$ cat src/rtl/wb_arbiter2.sv
// Two-master, one-slave Wishbone arbiter with round-robin cycle-level grant
// and a strobe watchdog that answers stalled strobes with a one-cycle err.
module wb_arbiter2 #(
  parameter int unsigned ADDRESS_WIDTH = 24,
  parameter int unsigned DATA_WIDTH    = 32,
  parameter int unsigned TIMEOUT       = 255
) (
  input  logic                     clk,
  input  logic                     rst,

  input  logic [ADDRESS_WIDTH-1:0] m0_adr_i,
  input  logic [DATA_WIDTH-1:0]    m0_dat_i,
  output logic [DATA_WIDTH-1:0]    m0_dat_o,
  input  logic                     m0_cyc_i,
  input  logic                     m0_stb_i,
  input  logic                     m0_we_i,
  output logic                     m0_ack_o,
  output logic                     m0_err_o,

  input  logic [ADDRESS_WIDTH-1:0] m1_adr_i,
  input  logic [DATA_WIDTH-1:0]    m1_dat_i,
  output logic [DATA_WIDTH-1:0]    m1_dat_o,
  input  logic                     m1_cyc_i,
  input  logic                     m1_stb_i,
  input  logic                     m1_we_i,
  output logic                     m1_ack_o,
  output logic                     m1_err_o,

  output logic [ADDRESS_WIDTH-1:0] s_adr_o,
  output logic [DATA_WIDTH-1:0]    s_dat_o,
  input  logic [DATA_WIDTH-1:0]    s_dat_i,
  output logic                     s_cyc_o,
  output logic                     s_stb_o,
  output logic                     s_we_o,
  input  logic                     s_ack_i,

  output logic [1:0]               grant
);

  localparam int unsigned CntWidth = $clog2(TIMEOUT + 1);
  localparam logic [CntWidth-1:0] CntMax = CntWidth'(TIMEOUT);

  typedef enum logic [1:0] {StIdle, StOwn0, StOwn1} state_e;

  state_e              state_q, state_d;
  logic                last_q, last_d;
  logic [CntWidth-1:0] cnt_q, cnt_d;
  logic [1:0]          grant_q, grant_d;
  logic                own_stb;
  logic                timeout_hit;

  // Arbitration: owner holds while its cyc is high; ties go to the master != last.
  always_comb begin
    state_d = state_q;
    last_d  = last_q;
    unique case (state_q)
      StIdle: begin
        if (m0_cyc_i && m1_cyc_i) begin
          state_d = last_q ? StOwn0 : StOwn1;
        end else if (m0_cyc_i) begin
          state_d = StOwn0;
        end else if (m1_cyc_i) begin
          state_d = StOwn1;
        end
      end
      StOwn0: begin
        if (!m0_cyc_i) state_d = m1_cyc_i ? StOwn1 : StIdle;
      end
      StOwn1: begin
        if (!m1_cyc_i) state_d = m0_cyc_i ? StOwn0 : StIdle;
      end
      default: state_d = StIdle;
    endcase
    if (state_d == StOwn0 && state_q != StOwn0) last_d = 1'b0;
    if (state_d == StOwn1 && state_q != StOwn1) last_d = 1'b1;
    grant_d = {state_d == StOwn1, state_d == StOwn0};
  end

  // Slave-side mux driven by the registered grant only.
  always_comb begin
    s_adr_o = '0;
    s_dat_o = '0;
    s_we_o  = 1'b0;
    s_cyc_o = 1'b0;
    own_stb = 1'b0;
    if (grant_q[0]) begin
      s_adr_o = m0_adr_i;
      s_dat_o = m0_dat_i;
      s_we_o  = m0_we_i;
      s_cyc_o = m0_cyc_i;
      own_stb = m0_stb_i;
    end else if (grant_q[1]) begin
      s_adr_o = m1_adr_i;
      s_dat_o = m1_dat_i;
      s_we_o  = m1_we_i;
      s_cyc_o = m1_cyc_i;
      own_stb = m1_stb_i;
    end
  end

  assign timeout_hit = (grant_q != 2'b00) && (cnt_q == CntMax);
  assign s_stb_o     = own_stb && !timeout_hit;

  assign m0_dat_o = s_dat_i;
  assign m1_dat_o = s_dat_i;
  assign m0_ack_o = s_ack_i && grant_q[0];
  assign m1_ack_o = s_ack_i && grant_q[1];
  // A same-cycle ack beats the timeout.
  assign m0_err_o = timeout_hit && grant_q[0] && !s_ack_i;
  assign m1_err_o = timeout_hit && grant_q[1] && !s_ack_i;

  // Watchdog never wraps: the strobe is masked once the count reaches the limit.
  always_comb begin
    cnt_d = cnt_q + CntWidth'(1);
    if (state_d != state_q || !s_stb_o || s_ack_i) cnt_d = '0;
  end

  always_ff @(posedge clk or negedge rst) begin
    if (!rst) begin
      state_q <= StIdle;
      last_q  <= 1'b1;
      cnt_q   <= '0;
      grant_q <= 2'b00;
    end else begin
      state_q <= state_d;
      last_q  <= last_d;
      cnt_q   <= cnt_d;
      grant_q <= grant_d;
    end
  end

  assign grant = grant_q;

endmodule
$ cat config.mk
export PLATFORM = sky130hd
export DESIGN_NAME = wb_arbiter2
export DESIGN_NICKNAME = d
export VERILOG_FILES = /design/src/rtl/wb_arbiter2.sv
export SDC_FILE = /design/constraint.sdc
export NUM_CORES = 1
export LEC_CHECK = 0
export CAP_MARGIN = 5
export CELL_PAD_IN_SITES_DETAIL_PLACEMENT = 1
export CELL_PAD_IN_SITES_GLOBAL_PLACEMENT = 1
export CORE_UTILIZATION = 14
export DETAILED_ROUTE_END_ITERATION = 7
export HOLD_SLACK_MARGIN = 0.08
export PLACE_DENSITY_LB_ADDON = 0.3
export SYNTH_ARGS = -nofsm -noshare
export SYNTH_HDL_FRONTEND = slang
export SYNTH_SLANG_ARGS = --single-unit
$ cat constraint.sdc
create_clock -name clk -period 3 [get_ports clk]
set_input_delay 0.45 -clock clk [delete_from_list [all_inputs] [get_ports clk]]
set_output_delay 0.45 -clock clk [all_outputs]
set_load 0.02 [all_outputs]
# Word-level counts from Yosys, hierarchy flattened
# Cells that the tools add are included.
# totals
reg_bits	13
input_bits	153
# classes
muxes	22
n_addsub	1
n_eq_ne	8
reduce_logical	19
# ops
op	count
$mux W32	2
$mux W24	2
$mux W2	7
$logic_and A1 B1 Y1	11
$mux W1	9
$add A8 B1 Y8 const B	1
$eq A8 B8 Y1 const B	1
$mux W8	1
$pmux W2 S3	1
$eq A2 B1 Y1 const B	2
$eq A2 B2 Y1 const B	2
$reduce_bool A2 Y1	2
$logic_not A1 Y1	3
$logic_not A2 Y1	1
$logic_or A1 B1 Y1	2
$ne A2 B1 Y1 const B	1
$ne A2 B2 Y1	1
$ne A2 B2 Y1 const B	1

# Longest topological paths before layout
# depth
ltp_word	8
ltp_mapped	6

# Worst setup path before layout
# Ideal clock, no wire load.
# synth_path
kind	reg-to-output
start	register grant_q[1], in the netlist grant[1]
end	output s_adr_o[0]
n_path_buf	2
arrival_ns	1.486
path_slack_ns	1.064
stages_incl_launch_ff	5
required_time_ns	2.550
cell_sequence	dfrtp_1 -> nor2b_1 -> buf_2 -> buf_1 -> a22o_1
# synth_between
elab_chain_len	2
# synth_rtl
element	line	rtl
start, declared	48	logic [1:0] grant_q, grant_d;
start signal, assigned	128	grant_q <= grant_d;
$mux W24	92	end else if (grant_q[1]) begin
$mux W24	86	if (grant_q[0]) begin
end, declared	29	output logic [ADDRESS_WIDTH-1:0] s_adr_o,
# No other way between the ends.

# Final worst setup path
# layout_path
start	register cnt_q[0]
end	output m0_err_o
# layout_between
elab_chain_len	4
# layout_rtl
element	line	rtl
start, declared	47	logic [CntWidth-1:0] cnt_q, cnt_d;
start signal, assigned	127	cnt_q <= cnt_d;
$eq A8 B8 Y1	101	assign timeout_hit = (grant_q != 2'b00) && (cnt_q == CntMax);
$logic_and A1 B1 Y1	101	
$logic_and A1 B1 Y1 (2 in series)	109	assign m0_err_o = timeout_hit && grant_q[0] && !s_ack_i;
end, declared	18	output logic m0_err_o,
# No other way between the ends.

==> results.md <==
- The dominant cell type by area after synthesis is a22o_1.
- The die height is 112 um.
- The post-synthesis area per instance is 8.25 um^2.
- Data on the critical path is required at its endpoint by 2.55 ns.
- The total of flip-flops plus latches after synthesis is 13.
- The HPWL after detailed placement is 7250 um.
- Yosys attributes the largest share of cell area to a22o_1, buf_4, dfrtp_1.
- In this run, the number of DRC markers left after iteration 0 of detailed routing was 85.
- The initial utilization of the core area, before any placement, comes to 14.6%.
- The critical setup path kind is reg2out.
- STA classifies the critical path startpoint as a register.
- The relative slew slack is 60.0%.
- The detail route stage leaves a number of antenna-violating nets equal to 0.
- The setup total negative slack is 0 ns.
- The final hold violation count came to 0.
- The cts-stage hold buffer count is 0.
- Dividing the detail-routed via count by the number of cells gives 4.27.
- The final-stage net count is 473.
- Dividing total power by cell area gives a power density of 398 nW/um^2.
- The maximum number of pins on one net before global-route repair is 61.
- Clock-pin slew was measured on the worst setup and hold paths at 0.04 ns.
- CTS built an H-tree with a depth of 1.
- The flow ran to the end, but the final reports show violations.
- The post-layout total power is 1.32 mW.
- The first global-routing pass estimated 13,300 um of wire.
- The number of antenna violations at the first check in global routing is 1.
- The worst endpoint data arrival time is 2.14 ns.
- At the end of routability-driven placement, the weighted congestion stood at 0.885.
- The routed wire length is 9040 um.
- Measured against the total synthesized area, the mux share comes to 0%.
- The type of destination of the critical path is a primary output.
- The net count after synthesis is 359.
- The detailed-route wire length per cell is 19.6 um.
- The initialized floorplan defines 39 standard-cell rows.
- The post-cts repair resize count is 0.
- The overall via count from detail_route is 1,968.
- The number of setup buffers added after CTS is 0.
- The cell chosen for the clock root is clkbuf_16.
- The final standard cell area without fillers is 3310 um^2.
- The number of sinks on the clock net is 13.
- The via count of the first global-routing pass is 2,142.
- Counting every instance in the synthesized netlist gives 205.
- The number of buffers on the longest clock path is 2.
- The die covers 12,500 um^2.
- Summed over its instances, the top area cell type makes up 29.0% of the synthesized netlist area.
- Of the total synthesized cell area, the portion taken by full adders, half adders and majority gates is 0.740%.
- Yosys printed 0 warnings.
- Sequential cells were found to cover 19.3% of the synthesized design area.
- For the pin with the worst max-slew slack, the measured transition is 0.599 ns.
- Measured along the x axis, the die boundary spans 112 um.
- The later-pin clock latency in the skew report is 0.24 ns.
- Before antenna repair, the detailed router went through 6 iterations.
- The share of cells above drive strength 1 is 2.83%.
- The tool flagged a number of max-cap violations equal to 0.
- The number of filler instances in the final layout is 1,367.
- By area, the combinational part of the netlist is dominated by compound AO/OA/AOI/OAI gates.
- The minimum clock period after layout is 2.59 ns.
- The post-synthesis share of cell area spent on xor and xnor gates is 3.11%.
- Of the total synthesized cell area, the portion taken by AND, OR, NAND and NOR gates is 9.99%.
- The number of pins exceeding their max-slew limit in the final report is 0.
- The number of design rule violations left after detail routing is 20.
- The final setup skew is 0.00399 ns.
- The tightest min-delay check is of the reg2reg type.
- The area of the placeable core is 11,600 um^2.
- Summing the areas of all compound-gate instances in the mapped netlist gives 33.9% of the synthesized area.
- Setup violations remaining at the end of the flow were counted as 0.
- 0 antenna diodes ended up in the layout.
- The critical-path maximum fanout is 4.
- The post-detailed-placement cell area is 3230 um^2.
- The final reports fail on design-rule violations.
- The TritonCTS clock tree is built.
- The post-route fraction of the period consumed by the critical path is 86.2%.
- The worst ir drop on vdd is 0.298 mV.
- The static leakage is 1.25 nW.
- Global routing finished with a remaining overflow of 0.
- The area of the mapped netlist is 1690 um^2.
- The relative area change from synthesis to final layout is 95.5%.
- In this run, distinct cell masters in the synthesized netlist total 29.
- Counting the buffers created by CTS gives 3.
- The count of port buffers added during placement is 185.
- Setup repair after global routing left no endpoint under its margin.
- The total routing usage reported by global routing is 14.0%.
- For this run, the top clock speed supported by timing is 387 MHz.
- The number of top-level design ports is 282.
[cell families (layout without fill, tap and decap cells)]
logic type,after synthesis,in the layout
buffers and inverters,82,195
AO/OA/AOI/OAI,68,68
AND/OR/NAND/NOR,35,35
flip-flops,13,13
XOR/XNOR,6,6
adder cells (fa/ha/maj),1,1
[layout by cell type, fill, tap and decap left out, types with 2 or more instances in the layout]
| cell | count |
|---|---|
| nor3_1 | 2 |
| nand2_1 | 5 |
| a22o_1 | 56 |
| and2_1 | 2 |
| dfrtp_1 | 11 |
| nor2_1 | 16 |
| buf_12 | 2 |
| o21a_1 | 2 |
| xnor2_1 | 5 |
| inv_1 | 4 |
| clkbuf_16 | 3 |
| o21ai_0 | 5 |
| and3b_1 | 3 |
| nand3_1 | 3 |
| clkdlybuf4s50_1 | 185 |
[final cells by class]
type	instances	area, um^2	share of cell area [%]
Timing Repair Buffer	187	1890	57.2
Multi-Input combinational cell	110	815	24.6
Sequential cell	13	328	9.91
Tap cell	143	179	5.41
Clock buffer	4	78.8	2.38
Inverter	4	15.0	0.454
[metrics by stage]
| stage | util, % | hold WS, ns | setup slack (ns) | instances |
|---|---|---|---|---|
| 2_1_floorplan | - | 0.154 | 1.06 | 205 |
| 3_3_place_gp | 27.8 | 0.467 | 0.656 | 457 |
| 5_1_grt | 28.5 | 0.517 | 0.207 | 461 |
| 6_report | 28.5 | 0.482 | 0.413 | 461 |
| 3_5_place_dp | 27.8 | 0.481 | 0.643 | 457 |
| 4_1_cts | 28.5 | 0.487 | 0.374 | 461 |
[synthesized netlist by cell type (all sizes together)]
cell type and instances:
dfstp 1, a22oi 1, and3b 3, dfrtp 12, nand3 3, clkbuf 7
a21oi 1, inv 4, or4 1, nor4 1, a311oi 1, nand4 1
buf 71, and2 2, a22o 56, xnor2 5, o22a 1, o21ai 5
o211ai 1, xor2 1, o21a 2, nor2b 1, ha 1, nor3 2
nand2 5, nor2 16
[state kept, by name (all words and copies together), names as in the netlist]
register and flops:
cnt_q 8, grant 2, last_q 1, state_q 2
[layer usage]
metal  wire length, um  part of all wire (%)  global-route usage (%)  vias up
met3               863                   9.5                    4.46        6
met2              4240                    47                    23.4      124
met4                57                  0.63                    2.88        2
met1              3860                    43                    17.6      932
li1                  -                     -                       -      904
met5                18                  0.20                       0        -
[power by group]
part	switching [mW]	internal (mW)	total, mW
Clock	0.0750	0.179	0.254
Sequential	0.0212	0.190	0.212
Combinational	0.397	0.454	0.851
Total	0.494	0.824	1.32
[final timing paths]
path | start | endpoint | slack (ns) | cells after the start
worst max-delay path | cnt_q[0] | m0_err_o | 0.41 | 5
worst min-delay path | cnt_q[0] | cnt_q[0] | 0.48 | 1
worst max register to register | grant[1] | cnt_q[7] | 1.08 | 5
worst min register to register | cnt_q[0] | cnt_q[0] | 0.48 | 1
max in group asynchronous | rst | grant[0] | 1.99 | 1
min in group asynchronous | rst | state_q[0] | 0.59 | 1
[critical path, stage by stage (launching register included)]
cell,delay (ns)
dfrtp_1,0.38
ha_1,0.20
nand3_1,0.15
nor3_1,0.34
and3b_1,0.22
clkdlybuf4s50_1,0.61
Note: power is estimated with default switching activity, not from simulation.
